**config.mk**
```make
export PLATFORM = sky130hd
export DESIGN_NAME = jtag_master
export DESIGN_NICKNAME = d
export VERILOG_FILES = /design/src/rtl/jtag_master.sv
export SDC_FILE = /design/constraint.sdc
export NUM_CORES = 1
export LEC_CHECK = 0
export ABC_CLOCK_PERIOD_IN_PS = 10200
export CAP_MARGIN = 30
export CELL_PAD_IN_SITES_DETAIL_PLACEMENT = 1
export CELL_PAD_IN_SITES_GLOBAL_PLACEMENT = 1
export CORE_MARGIN = 2
export CORE_UTILIZATION = 45
export DETAILED_ROUTE_END_ITERATION = 8
export PLACE_DENSITY = 0.94
export SYNTH_ARGS = -nofsm -noshare
export SYNTH_HDL_FRONTEND = slang
export SYNTH_SLANG_ARGS = --single-unit
```
**constraint.sdc**
```tcl
create_clock -name clk -period 10.2 [get_ports clk]
set_input_delay 2.04 -clock clk [delete_from_list [all_inputs] [get_ports clk]]
set_output_delay 2.04 -clock clk [all_outputs]
set_load 0.1 [all_outputs]
```
**src/rtl/jtag_master.sv**
```systemverilog
`default_nettype none
//==============================================================================
// Module      : jtag_master
// Description : Host-side JTAG driver. Runs TLR, IR scan, DR scan and idle
//               clock commands from Run-Test/Idle back to Run-Test/Idle.
// Revision    : 1.0 - initial release
//==============================================================================
module jtag_master #(
    parameter int CLK_DIV = 2,
    parameter int MAX_LEN = 32,
    parameter int LEN_W   = 6
) (
    input  logic               clk,
    input  logic               reset,
    input  logic               cmd_valid,
    output logic               cmd_ready,
    input  logic [1:0]         cmd_op,
    input  logic [LEN_W-1:0]   cmd_len,
    input  logic [MAX_LEN-1:0] cmd_data,
    output logic               rsp_valid,
    output logic [MAX_LEN-1:0] rsp_data,
    output logic               tck,
    output logic               tms,
    output logic               tdi,
    input  logic               tdo
);

    localparam int CNT_W = LEN_W + 1;
    localparam int IDX_W = (MAX_LEN > 1) ? $clog2(MAX_LEN) : 1;
    localparam int DIV_W = (CLK_DIV > 1) ? $clog2(CLK_DIV) : 1;

    localparam logic [1:0] c_OP_TLR  = 2'b00;
    localparam logic [1:0] c_OP_IR   = 2'b01;
    localparam logic [1:0] c_OP_DR   = 2'b10;
    localparam logic [1:0] c_OP_IDLE = 2'b11;

    localparam logic [DIV_W-1:0] c_DIV_LAST = DIV_W'(CLK_DIV - 1);

    typedef enum logic [1:0] {
        ST_IDLE = 2'd0,
        ST_RUN  = 2'd1,
        ST_DONE = 2'd2
    } state_t;

    typedef struct packed {
        logic             tms;
        logic             shift;
        logic [IDX_W-1:0] idx;
    } bit_t;

    // Describes TCK bit j of a command: its TMS level and, for shift bits,
    // which data/capture position it carries.
    function automatic bit_t bit_info(input logic [1:0]       op,
                                      input logic [CNT_W-1:0] n,
                                      input logic [CNT_W-1:0] j);
        bit_t             b;
        logic [CNT_W-1:0] pre;
        logic [CNT_W-1:0] i;
        b   = '0;
        pre = (op == c_OP_IR) ? CNT_W'(4) : CNT_W'(3);
        i   = j - pre;
        case (op)
            c_OP_TLR: b.tms = (j < CNT_W'(5));
            c_OP_IR, c_OP_DR: begin
                if (j < pre) begin
                    b.tms = (op == c_OP_IR) ? (j < CNT_W'(2)) : (j == '0);
                end else if (i < n) begin
                    b.shift = 1'b1;
                    b.tms   = (i == n - CNT_W'(1));
                    b.idx   = i[IDX_W-1:0];
                end else begin
                    b.tms = (i == n);
                end
            end
            default: b.tms = 1'b0;
        endcase
        return b;
    endfunction

    function automatic logic [CNT_W-1:0] eff_len(input logic [1:0]       op,
                                                 input logic [LEN_W-1:0] len);
        logic [CNT_W-1:0] l;
        l = {1'b0, len};
        if (op == c_OP_IDLE)          return l;
        if (l == '0)                  return CNT_W'(1);
        if (l > CNT_W'(MAX_LEN))      return CNT_W'(MAX_LEN);
        return l;
    endfunction

    function automatic logic [CNT_W-1:0] seq_len(input logic [1:0]       op,
                                                 input logic [CNT_W-1:0] n);
        case (op)
            c_OP_TLR: return CNT_W'(6);
            c_OP_IR:  return n + CNT_W'(6);
            c_OP_DR:  return n + CNT_W'(5);
            default:  return n;
        endcase
    endfunction

    state_t             r_state_q, r_state_d;
    logic [1:0]         r_op_q,    r_op_d;
    logic [CNT_W-1:0]   r_n_q,     r_n_d;
    logic [CNT_W-1:0]   r_k_q,     r_k_d;
    logic [CNT_W-1:0]   r_j_q,     r_j_d;
    logic [DIV_W-1:0]   r_div_q,   r_div_d;
    logic [MAX_LEN-1:0] r_data_q,  r_data_d;
    logic [MAX_LEN-1:0] r_cap_q,   r_cap_d;
    logic [MAX_LEN-1:0] r_rsp_q,   r_rsp_d;
    logic               r_tck_q,   r_tck_d;
    logic               r_tms_q,   r_tms_d;
    logic               r_tdi_q,   r_tdi_d;

    logic               w_accept;
    logic [CNT_W-1:0]   w_new_n;
    logic [CNT_W-1:0]   w_new_k;
    bit_t               w_first;
    bit_t               w_cur;
    bit_t               w_nxt;

    assign cmd_ready = (r_state_q != ST_RUN);
    assign rsp_valid = (r_state_q == ST_DONE);
    assign rsp_data  = r_rsp_q;
    assign tck       = r_tck_q;
    assign tms       = r_tms_q;
    assign tdi       = r_tdi_q;

    assign w_accept = cmd_valid && cmd_ready;
    assign w_new_n  = eff_len(cmd_op, cmd_len);
    assign w_new_k  = seq_len(cmd_op, w_new_n);
    assign w_first  = bit_info(cmd_op, w_new_n, '0);
    assign w_cur    = bit_info(r_op_q, r_n_q, r_j_q);
    assign w_nxt    = bit_info(r_op_q, r_n_q, r_j_q + CNT_W'(1));

    always_comb begin
        r_state_d = r_state_q;
        r_op_d    = r_op_q;
        r_n_d     = r_n_q;
        r_k_d     = r_k_q;
        r_j_d     = r_j_q;
        r_div_d   = r_div_q;
        r_data_d  = r_data_q;
        r_cap_d   = r_cap_q;
        r_rsp_d   = r_rsp_q;
        r_tck_d   = r_tck_q;
        r_tms_d   = r_tms_q;
        r_tdi_d   = r_tdi_q;

        case (r_state_q)
            ST_RUN: begin
                r_div_d = r_div_q + DIV_W'(1);
                if (r_div_q == c_DIV_LAST) begin
                    r_div_d = '0;
                    r_tck_d = ~r_tck_q;
                    if (!r_tck_q) begin
                        if (w_cur.shift) begin
                            r_cap_d[w_cur.idx] = tdo;
                        end
                    end else if (r_j_q == r_k_q - CNT_W'(1)) begin
                        r_state_d = ST_DONE;
                        r_tms_d   = 1'b0;
                        r_tdi_d   = 1'b0;
                        r_rsp_d   = r_cap_q;
                    end else begin
                        r_j_d   = r_j_q + CNT_W'(1);
                        r_tms_d = w_nxt.tms;
                        r_tdi_d = w_nxt.shift & r_data_q[w_nxt.idx];
                    end
                end
            end
            default: begin
                r_state_d = ST_IDLE;
                if (w_accept) begin
                    r_op_d   = cmd_op;
                    r_n_d    = w_new_n;
                    r_k_d    = w_new_k;
                    r_data_d = cmd_data;
                    r_j_d    = '0;
                    r_div_d  = '0;
                    r_tck_d  = 1'b0;
                    r_cap_d  = '0;
                    r_tms_d  = w_first.tms;
                    r_tdi_d  = w_first.shift & cmd_data[w_first.idx];
                    r_state_d = ST_RUN;
                    // Zero-length idle completes without any TCK activity.
                    if (w_new_k == '0) begin
                        r_state_d = ST_DONE;
                        r_tms_d   = 1'b0;
                        r_tdi_d   = 1'b0;
                        r_rsp_d   = '0;
                    end
                end
            end
        endcase
    end

    always_ff @(posedge clk) begin
        if (reset) begin
            r_state_q <= ST_IDLE;
            r_op_q    <= '0;
            r_n_q     <= '0;
            r_k_q     <= '0;
            r_j_q     <= '0;
            r_div_q   <= '0;
            r_data_q  <= '0;
            r_cap_q   <= '0;
            r_rsp_q   <= '0;
            r_tck_q   <= 1'b0;
            r_tms_q   <= 1'b1;
            r_tdi_q   <= 1'b0;
        end else begin
            r_state_q <= r_state_d;
            r_op_q    <= r_op_d;
            r_n_q     <= r_n_d;
            r_k_q     <= r_k_d;
            r_j_q     <= r_j_d;
            r_div_q   <= r_div_d;
            r_data_q  <= r_data_d;
            r_cap_q   <= r_cap_d;
            r_rsp_q   <= r_rsp_d;
            r_tck_q   <= r_tck_d;
            r_tms_q   <= r_tms_d;
            r_tdi_q   <= r_tdi_d;
        end
    end

endmodule
`default_nettype wire

```
## Word-level counts from Yosys, hierarchy flattened

Cells that the tools add are included.

| word-level totals | value |
|---|---|
| register bits | 125 |
| logic and storage cells | 153 |
| output and inout port bits | 37 |
| input bits | 44 |

| operators by class | value |
|---|---|
| $add $sub $neg | 10 |
| mux-type cells | 77 |
| eq/ne operators | 19 |
| reduce and logical (&&, ||, !) cells | 18 |
| $lt $le $gt $ge | 13 |
| bitwise operators | 4 |

Operators by type and width:

| operator | number |
|---|---|
| two-way mux 32 bit | 11 |
| two-way mux 7 bit | 11 |
| two-way mux 6 bit | 9 |
| == test 7 bit | 5 |
| bitwise mux 32 bit | 1 |
| two-way mux 1 bit | 31 |
| less-than comparator 7 bit | 4 |
| case mux 7 bit (3 select lines) | 1 |
| subtractor 7 x 1 -> 7 bit, second input constant | 3 |
| less-than comparator 5 x 6 -> 1 bit, second input constant | 3 |
| adder 7 x 3 -> 7 bit, second input constant | 2 |
| zero test 7 bit | 2 |
| two-way mux 2 bit | 6 |
| != test 2 bit, second input constant | 6 |
| binary-select mux 1 bit (select 5 bit) | 2 |
| == test 2 bit, second input constant | 4 |
| AND reduction 4 bit | 2 |
| adder 7 x 1 -> 7 bit, second input constant | 1 |
| less-than comparator 7 x 2 -> 1 bit, second input constant | 1 |
| less-than comparator 7 x 3 -> 1 bit | 1 |
| less-than comparator 7 x 3 -> 1 bit, second input constant | 1 |
| subtractor 7 x 3 -> 7 bit | 1 |
| subtractor 7 bit | 1 |
| == test 2 x 1 -> 1 bit, second input constant | 3 |
| other kinds (19) | 29 |

## Longest topological paths before layout

Gate-level depths: netlist of the first run.

| depth | value |
|---|---|
| word-level depth | 18 |
| mapped depth | 20 |
| depth with buffers taken out | 18 |

## Least setup slack after synthesis of the first run

No wires, ideal clock.

| timing path | value |
|---|---|
| path type | in2reg |
| from | input cmd_op[1] |
| to | register r_rsp_q[10] (netlist: rsp_data[10]) |
| slack | 5.671 ns |
| stages on the path | 15 |
| data arrival time | 4.411 ns |
| buffers on the path | 2 |
| library setup time | 0.118 ns |
| required time | 10.082 ns |
| path through | clkbuf_1 a2111oi_1 a21oi_1 a21o_1 inv_1 ha_1 o21ai_0 nand4b_1 o41ai_1 a31oi_1 o31a_1 and4_1 a21oi_2 buf_2 a22o_1 |

| between the ends | value |
|---|---|
| cells in the longest elaborated chain, start to end | 8 |

Ends and longest elaborated chain:

| what | line | source |
|---|---|---|
| start, declared | 17 | `input logic [1:0] cmd_op,` |
| == test 2 bit (*) | 84 | `if (op == c_OP_IDLE) return l;` |
| two-way mux 1 bit (*) | 84 |  |
| two-way mux 7 bit (*) | 85 | `if (l == '0) return CNT_W'(1);` |
| net w_new_n[0] | 114 | `logic [CNT_W-1:0] w_new_n;` |
| adder 7 x 3 -> 7 bit, on equally long branches | 95, 94 |  |
| case mux 7 bit (3 select lines) (*) | 92 | `case (op)` |
| zero test 7 bit (*) | 185 | `if (w_new_k == '0) begin` |
| nonzero test 2 bit (no line) (*) | n/a |  |
| AND reduction 5 bit (no line) (*) | n/a |  |
| end signal, assigned | 219 | `r_rsp_q <= r_rsp_d;` |
| end, declared | 108 | `logic [MAX_LEN-1:0] r_rsp_q, r_rsp_d;` |

The timed path passes the listed nets; every way through them passes the cells marked *.
A chain may end at the register's enable or synchronous reset.

## Final worst setup path of the first run

| timing path | value |
|---|---|
| from | register r_op_q[1] |
| to | register r_cap_q[6] |

| between the ends | value |
|---|---|
| cells in the longest elaborated chain, start to end | 16 |

Ends and longest elaborated chain:

| what | line | source |
|---|---|---|
| start, declared | 101 | `logic [1:0] r_op_q, r_op_d;` |
| start signal, assigned | 212 | `r_op_q <= r_op_d;` |
| == test 2 x 1 -> 1 bit | n/a |  |
| two-way mux 3 bit | 60 | `pre = (op == c_OP_IR) ? CNT_W'(4) : CNT_W'(3);` |
| subtractor 7 bit | 61 | `i = j - pre;` |
| less-than comparator 7 bit | 67 | `end else if (i < n) begin` |
| two-way mux 6 bit | 67 |  |
| two-way mux 6 bit | 65 | `if (j < pre) begin` |
| two-way mux 6 bit (*) | 62 | `case (op)` |
| less-than comparator 5 x 6 -> 1 bit (implied by the code) or >= comparator 5 x 1 -> 1 bit (tied branches) | 156 | `r_cap_d[w_cur.idx] = tdo;` |
| logical AND 1 bit (implied by the code) | 156 |  |
| two-way mux 1 bit (implied by the code) | 156 |  |
| demux 1 bit (select 5 bit) | 156 |  |
| bitwise mux 32 bit | 156 |  |
| two-way mux 32 bit | 155 | `if (w_cur.shift) begin` |
| two-way mux 32 bit | 154 | `if (!r_tck_q) begin` |
| two-way mux 32 bit | 151 | `if (r_div_q == c_DIV_LAST) begin` |
| two-way mux 32 bit | 148 | `case (r_state_q)` |
| end signal, assigned | 218 | `r_cap_q <= r_cap_d;` |
| end, declared | 107 | `logic [MAX_LEN-1:0] r_cap_q, r_cap_d;` |

Mark *: on every way between the ends. The rest lies on a longest branch, timed or not. The select of a mux whose other input is x is not followed.

==> flow_summary.ini, run 1 <==
[run_status]
status = finished, final reports clean

[setup_path]
reg2reg_from = r_op_q[1]$_SDFFE_PP0P_
critical_path.max_fanout = 13
startpoint_type = flip-flop
crit_arrival_ns = 5.98
crit_path_end_kind = flip-flop
criticalPathCategory = reg2reg
startpoint = r_op_q[1]$_SDFFE_PP0P_
required_ns = 10.46

[pwr]
p_comb_share_pct = 12.1
ir_drop_uv = 112
clkPwrFrac_pct = 48.4
p_sw_uw = 354
p_int_uw = 926
seqPwrFrac_pct = 39.5
p_sw_share_pct = 27.7
power.total_uw = 1280
total_leakage_power_uw = 0.00300
cellPowerDensity_nw_per_um2 = 160

[route]
drt_drc_violations_left = 0
drtIter0Drc = 379
wl_per_cell_um = 20.0
detail-route-antenna-nets = 0
first_pass_iters = 5
wirelength_um = 20700
routed-via-count = 6237
viasPerCell = 6.04

[synth]
syn_nets = 854
yosysWarnings = 0
synth_top_flop_cell = dfxtp_1
ys_ff_latch = 124
async_flop_share_pct = 0
yosysUniqueCellTypes = 69
syn_area_um2 = 6510
syn-mean-instance-area_um2 = 8.34
synth_cells = 781
synth-edff-count = 0
yosysSeqAreaShare_pct = 38.1

[floorplanning]
dieArea_um2 = 15400
start_util_pct = 46.5
io_pins = 81
rows = 43
core-area_um2 = 14000
fp.dieW_um = 124
fp.dieH_um = 124

[finish]
drive_gt1_share_pct = 8.09
diodes = 0
num-nets-final = 913
synthToLayoutAreaGrowth_pct = 22.9

[clocking]
cts_resized = 0
h-tree-depth = 4
cts_hold_buf = 0
cts_tree = done
clk_latency_ns = 0.43
cts_buffer_depth = 2
clkTransAtPathRegs_ns = 0.06
clkSinkCount = 124
post_cts_buffers = 0
clockRootBuffer = clkbuf_16
cts_inserted_buffers = 17

[timing]
rsz0062_at_grt = false
min_period_over_period_pct = 56.0
setup_tns_ns = 0
fin_ws_ns = 4.48
worstMarginPinSlew_ns = 1.03
period_minus_slack_ns = 5.72
hold_viol_final = 0
setup-violations-final = 0
report.final.slew_viol_count = 0
skew_ns = 0.0115
relSlewSlack_pct = 30.9
clock.fmax_mhz = 175

[global_routing]
globalRouteOverflowTotal = 0
grt_max_degree = 67
grt_pass1_vias = 6628
track_usage_pct = 27.3
grt_pass1_wl_um = 34200
antenna_found_initial = 0

[place]
portBuffers = 80
place_hpwl_um = 13700
pre_cts_ws_ns = 4.63
gp_congestion = 0.888

[worst_hold_path]
hold_path_class = reg2reg
hold_start = r_data_q[31]$_SDFFE_PP0P_

[run]
maxCapViolCount = 0
-- path summary, 6_finish.rpt --
kind,to,cells past startpoint,slack [ns]
max,r_cap_q[6]$_SDFFE_PP0P_,19,4.48
max reg2reg,r_cap_q[6]$_SDFFE_PP0P_,19,4.48
min reg2reg,r_data_q[31]$_SDFFE_PP0P_,2,0.46
min,r_data_q[31]$_SDFFE_PP0P_,2,0.46
-- cell families (layout without fill, tap and decap cells) --
family                   Yosys count  count (layout)  share of synthesized area (%)
AO/OA/AOI/OAI                    250             250                           24.8
XOR/XNOR                          32              32                           4.55
adder cells (fa/ha/maj)           29              29                           5.69
buffers and inverters             81             153                           5.05
flip-flops                       124             124                           38.1
multiplexers                      17              17                           4.07
AND/OR/NAND/NOR                  248             248                           17.7
-- synthesized netlist by cell type, drive strengths merged, types with 10 or more instances --
master	n	area [µm²]
a31oi	22	138
nand2	112	420
nor3	13	65.1
buf	21	104
a22o	32	280
inv	32	120
clkbuf	27	101
nand3	21	105
xnor2	21	184
xor2	10	87.6
dfxtp	124	2480
ha	28	350
o211ai	10	80.1
a21oi	64	335
nor2	51	191
o21ai	69	345
-- state kept, by name (all words and copies together) (netlist names) --
name	count
r_n_q	6
r_div_q	1
r_j_q	7
r_data_q	32
r_op_q	2
r_state_q	2
tdi	1
rsp_data	32
r_k_q	7
tms	1
r_cap_q	32
tck	1
-- per-stage QoR --
stage                     instances  hold WS [ns]  utilization (%)  cell area, µm²
after floorplan                 781         0.433                -            6510
after global placement         1000         0.440             52.8            7390
after detailed placement       1001         0.447             52.9            7400
after CTS                      1033         0.456             57.2            8000
after global routing           1033         0.474             57.2            8000
final                          1033         0.455             57.2            8000
-- cells in the final DEF (no fill, tap or decap), types with 4 or more instances in the layout --
master / netlist / layout
nor3_1: 13 / 13
mux2i_1: 4 / 4
a211oi_1: 6 / 6
nor2_1: 51 / 51
o21ai_0: 68 / 68
clkdlybuf4s50_1: 0 / 79
mux4_2: 7 / 7
xnor2_1: 21 / 21
nand2_1: 112 / 112
buf_4: 0 / 7
o211ai_1: 9 / 9
a31oi_1: 22 / 22
a21o_1: 4 / 4
o311ai_0: 5 / 5
nor3b_1: 4 / 4
a41oi_1: 6 / 6
dfxtp_1: 124 / 124
nand4_1: 4 / 4
nand2b_1: 7 / 7
inv_1: 32 / 32
mux2_2: 6 / 6
or3_1: 6 / 6
o22ai_1: 4 / 4
clkbuf_16: 0 / 17
nand3_1: 21 / 21
xor2_1: 10 / 10
ha_1: 28 / 28
nor2b_1: 8 / 8
a21oi_1: 62 / 62
inv_6: 0 / 7
a22o_1: 32 / 32
-- layout make-up --
cell class | instances | area (µm²)
Tap cell | 180 | 225
Multi-Input combinational cell | 576 | 3710
Clock buffer | 17 | 425
Clock inverter | 15 | 178
Fill cell | 1641 | 5980
Sequential cell | 124 | 2480
Inverter | 33 | 124
Timing Repair Buffer | 88 | 863
-- critical path, stage by stage (launching register included) --
cell and delay (ns):
dfxtp_1 0.34, inv_1 0.11, ha_1 0.40, inv_1 0.18, ha_1 0.25, inv_1 0.08, ha_1 0.16, a21oi_1 0.08
o21ai_1 0.31, xor2_1 0.46, inv_1 0.28, ha_1 0.37, a21o_1 0.19, a211o_1 0.40, or2_2 0.35, nor2_1 0.59
buf_4 0.31, a21oi_1 0.11, o21ai_0 0.33, o21ai_0 0.22
-- power by group through the flow --
stage | registers, µW | clock network, µW | logic [µW]
2_1_floorplan | 516 | 0 | 98.9
3_3_place_gp | 515 | 0 | 144
3_5_place_dp | 516 | 0 | 150
4_1_cts | 506 | 631 | 154
5_1_grt | 507 | 651 | 170
6_report | 506 | 620 | 155
-- per-layer routing --
layer,global-route usage (%),up-vias,routed length (µm)
met5,0,-,0
met4,13.0,0,695
met3,6.66,61,1130
met2,47.3,226,10400
met1,31.6,3017,8460
li1,-,2933,-
Note: power is estimated with default switching activity, not from simulation.
==> run 2, diff against run 1 <==
- ABC_CLOCK_PERIOD_IN_PS: 10200 -> 4620
- CORE_UTILIZATION: 45 -> 38
- PLACE_DENSITY: 0.94 -> 0.86
- clock period: 10.2 -> 4.62 ns (I/O delays scaled with it)
==> flow_summary.ini, run 2 (synthesis results as in run 1) <==
[run_status]
status = finished, final reports clean

[timing]
min_period_over_period_pct = 93.1
relSlewSlack_pct = 31.2
skew_ns = 0.0111
report.final.slew_viol_count = 0
clock.fmax_mhz = 233
period_minus_slack_ns = 4.30
setup-violations-final = 0
worstMarginPinSlew_ns = 1.03
hold_viol_final = 0
setup_tns_ns = 0

[place]
portBuffers = 80
place_inst = 1052
gp_congestion = 0.873
place_hpwl_um = 13800

[clocking]
cts_tree = done
clkSinkCount = 124
clockRootBuffer = clkbuf_16
cts_hold_buf = 0
cts_inserted_buffers = 17
cts_buffer_depth = 2
h-tree-depth = 4
clkTransAtPathRegs_ns = 0.06
clk_latency_ns = 0.43

[setup_path]
cp_slowest_stage_delay_ns = 0.35
rr_endpoint = r_cap_q[0]$_SDFFE_PP0P_
crit_slowest_cell = dfxtp_1
critical_path.max_fanout = 16
r2r_setup_slack_ns = 0.32
worstPathCellList = inv_1 -> ha_1 -> inv_1 -> ha_1 -> inv_1 -> ha_1 -> a21oi_1 -> o21ai_1 -> xor2_2 -> inv_1 -> ha_1 -> a21o_1 -> a211o_1 -> nor3b_2 -> a21boi_1 -> buf_4 -> o311ai_0 -> o21ai_0
required_ns = 4.91
criticalPathCategory = reg2reg
startpoint = r_op_q[1]$_SDFFE_PP0P_
crit_path_end_kind = flip-flop
crit_arrival_ns = 4.58
reg2reg_from = r_op_q[1]$_SDFFE_PP0P_
reg2reg_depth = 18
setup.worst_path.end = r_cap_q[0]$_SDFFE_PP0P_
startpoint_type = flip-flop

[route]
wirelength_um = 19600
routed-via-count = 6182
detail-route-antenna-nets = 0
drt_drc_violations_left = 0
drtIter0Drc = 458
first_pass_iters = 6
wl_per_cell_um = 18.1
viasPerCell = 5.69

[finish]
instances_no_fill = 1086
final_core_util_pct = 49.1
fill_cells = 1943
num-nets-final = 926
final_common_cell = dfxtp_1
final_cell_mix = dfxtp_1, nand2_1, clkdlybuf4s50_1, o21ai_0, a21oi_1
synthToLayoutAreaGrowth_pct = 25.5
diodes = 0
drive_gt1_share_pct = 10.0

[global_routing]
antenna_found_initial = 0
grt_pass1_vias = 6227
globalRouteOverflowTotal = 0
grt_max_degree = 66
grt_pass1_wl_um = 32300
track_usage_pct = 22.3

[pwr]
ir_drop_uv = 255
total_leakage_power_uw = 0.00306
power.total_uw = 2800
cellPowerDensity_nw_per_um2 = 342

[floorplanning]
rows = 47
io_pins = 81
dieArea_um2 = 18200
core-area_um2 = 16600
fp.dieW_um = 135
start_util_pct = 39.1
fp.dieH_um = 135

[run]
maxCapViolCount = 0

[worst_hold_path]
hold_path_class = reg2reg
hold_depth = 2
## run 2: worst min path at each step
stage	startpoint	end
detailed placement	r_data_q[19]$_SDFFE_PP0P_	r_data_q[19]$_SDFFE_PP0P_
CTS	r_data_q[16]$_SDFFE_PP0P_	r_data_q[16]$_SDFFE_PP0P_
global placement	r_data_q[28]$_SDFFE_PP0P_	r_data_q[28]$_SDFFE_PP0P_
finish	r_data_q[16]$_SDFFE_PP0P_	r_data_q[16]$_SDFFE_PP0P_
floorplan	r_data_q[12]$_SDFFE_PP0P_	r_data_q[12]$_SDFFE_PP0P_
global route	r_data_q[17]$_SDFFE_PP0P_	r_data_q[17]$_SDFFE_PP0P_
## run 2: area by class of cell
class	count	area (µm²)	share of cell area, %
repair buffers	101	965	11.8
well taps	220	275	3.37
flip-flops and latches	124	2480	30.4
inverters	33	124	1.52
multi-input cells	576	3730	45.6
clock buffers	17	425	5.21
clock inverters	15	173	2.11
## run 2: report_power, final
group          total (µW)  internal [µW]  switching [µW]
Combinational         340            140             200
Sequential           1120           1100            21.8
Clock                1340            769             570
## run 2: per-layer routing
layer,GRT usage [%],wire (µm),share of wire [%],vias to the layer above
met4,8.65,489,2.5,0
li1,-,-,-,2953
met3,4.84,720,3.7,37
met5,0,0,0,-
met1,27.9,8610,44,3051
met2,37.7,9790,50,141
## run 2: what timing repair did
action	in CTS	in global routing
setup endpoints to repair	1	32
endpoints found under the hold margin	0	0
pin swaps	0	1
setup buffers	0	2
gates resized for setup	1	6
## run 2: through the flow
step                hold WS, ns  instance area (µm²)  worst slack (ns)
floorplan                 0.433                 6510             0.477
global placement          0.440                 7520             0.369
detailed placement        0.447                 7530            0.0701
CTS                       0.457                 8140             0.128
global route              0.478                 8170           -0.0149
finish                    0.456                 8170             0.321
## run 2: worst max-delay path: cells and delay by family (launching register included)
kind | cells | cell delay [ns]
buffers and inverters | 5 | 0.66
flip-flops | 1 | 0.35
adder cells (fa/ha/maj) | 4 | 0.90
XOR/XNOR | 1 | 0.27
AO/OA/AOI/OAI | 7 | 1.66
AND/OR/NAND/NOR | 1 | 0.32
==> run 3, diff against run 2 <==
- CORE_MARGIN: 2 -> not set
==> flow_summary.ini, run 3 (synthesis results as in run 1) <==
[timing]
worstMarginPinSlew_ns = 1.01
hold_viol_final = 0
report.final.slew_viol_count = 0
skew_ns = 0.00816
setup_tns_ns = 0
period_minus_slack_ns = 4.34
rsz0062_at_grt = false
clock.fmax_mhz = 230
setup-violations-final = 0
fin_ws_ns = 0.279
min_period_over_period_pct = 94.0
relSlewSlack_pct = 32.6

[route]
viasPerCell = 5.68
wirelength_um = 19400
wl_per_cell_um = 18.0
drt_drc_violations_left = 0
drtIter0Drc = 426
detail-route-antenna-nets = 0
routed-via-count = 6133
first_pass_iters = 5

[floorplanning]
io_pins = 81
fp.dieW_um = 133
fp.dieH_um = 133
start_util_pct = 39.1
core-area_um2 = 16600
dieArea_um2 = 17700
rows = 47

[finish]
drive_gt1_share_pct = 9.77
diodes = 0
instances_no_fill = 1080
final_common_cell = dfxtp_1
final_cell_mix = dfxtp_1, nand2_1, clkdlybuf4s50_1, o21ai_0, a21oi_1
synthToLayoutAreaGrowth_pct = 25.1
fill_cells = 1973
num-nets-final = 920
finalInstanceArea_um2 = 8140

[place]
place_hpwl_um = 13600
pre_cts_ws_ns = 0.0839
gp_congestion = 0.871
place_area_um2 = 7500
portBuffers = 80
place_inst = 1048

[setup_path]
reg2reg_from = r_op_q[1]$_SDFFE_PP0P_
crit_path_end_kind = flip-flop
critical_path.max_fanout = 24
reg2reg_depth = 18
required_ns = 4.91
criticalPathCategory = reg2reg
startpoint = r_op_q[1]$_SDFFE_PP0P_
r2r_setup_slack_ns = 0.28
crit_arrival_ns = 4.63
rr_endpoint = r_cap_q[5]$_SDFFE_PP0P_
startpoint_type = flip-flop

[clocking]
clkSinkCount = 124
clk_latency_ns = 0.43
cts_hold_buf = 0
cts_tree = done
clockRootBuffer = clkbuf_16
clkTransAtPathRegs_ns = 0.06
cts_buffer_depth = 2
cts_inserted_buffers = 17
h-tree-depth = 4
post_cts_buffers = 0

[global_routing]
globalRouteOverflowTotal = 0
antenna_found_initial = 0
grt_pass1_wl_um = 31900
grt_pass1_vias = 6219
track_usage_pct = 23.0
grt_max_degree = 60

[run_status]
status = finished, final reports clean

[pwr]
clkPwrFrac_pct = 48.7
ir_drop_uv = 281
seqPwrFrac_pct = 39.4
cellPowerDensity_nw_per_um2 = 348
total_leakage_power_uw = 0.00305
p_comb_share_pct = 11.9
p_int_uw = 2050
p_sw_share_pct = 27.7
p_sw_uw = 785

[worst_hold_path]
hold_start = r_data_q[14]$_SDFFE_PP0P_
hold_depth = 2
holdPathEnd = r_data_q[14]$_SDFFE_PP0P_
hold_path_class = reg2reg

[run]
maxCapViolCount = 0
run 3: routing by layer:
| metal | vias to the layer above | GRT usage, % | part of all wire [%] |
|---|---|---|---|
| li1 | 2945 | - | - |
| met1 | 2989 | 27.7 | 44 |
| met2 | 158 | 38.6 | 50 |
| met3 | 41 | 5.82 | 3.9 |
| met4 | 0 | 9.71 | 2.5 |
| met5 | - | 0 | 0 |
run 3: worst max path at each step:
stage | endpoint | slack, ns | depth (start not counted)
finish | r_cap_q[5]$_SDFFE_PP0P_ | 0.28 | 18
global route | r_cap_q[3]$_SDFFE_PP0P_ | 0.01 | 18
detailed placement | r_cap_q[26]$_SDFFE_PP0P_ | 0.08 | 18
floorplan | r_cap_q[8]$_SDFFE_PP0P_ | 0.48 | 20
CTS | r_cap_q[5]$_SDFFE_PP0P_ | 0.14 | 18
global placement | r_cap_q[8]$_SDFFE_PP0P_ | 0.37 | 17
run 3: power groups by stage:
stage          clock network [µW]  registers, µW  logic (µW)
2_1_floorplan                   0           1140         218
3_3_place_gp                    0           1140         323
3_5_place_dp                    0           1140         333
4_1_cts                      1400           1120         338
5_1_grt                      1450           1120         371
6_report                     1380           1120         338
run 3: area by class of cell:
cell class / count / area [µm²] / area share, %
Inverter: 33 / 124 / 1.52
Clock inverter: 15 / 179 / 2.20
Sequential cell: 124 / 2480 / 30.5
Multi-Input combinational cell: 576 / 3750 / 46.0
Tap cell: 220 / 275 / 3.38
Clock buffer: 17 / 425 / 5.22
Timing Repair Buffer: 95 / 908 / 11.2
run 3: stage by stage:
stage,power (µW),util (%),hold WS [ns]
finish,2830,48.9,0.454
CTS,2850,48.7,0.456
floorplan,1360,-,0.433
global route,2940,48.9,0.468
global placement,1460,45.0,0.440
detailed placement,1470,45.0,0.447
run 3: timing repair:
item	in CTS	in global routing
resized for setup	1	8
setup endpoints to repair	6	32
pin swaps	0	0
cloned	0	0
run 3: worst max-delay path, stage by stage (launching register included):
cell and delay (ns):
dfxtp_1 0.35, inv_1 0.09, ha_1 0.20, buf_4 0.17
xor2_1 0.15, ha_1 0.18, a21oi_2 0.05, o21ai_1 0.35
xor2_2 0.28, inv_1 0.18, ha_1 0.33, a21o_1 0.19
a211o_1 0.37, or2_2 0.33, nor2_1 0.11, buf_4 0.26
a31oi_1 0.14, o21ai_0 0.29, o21ai_0 0.16
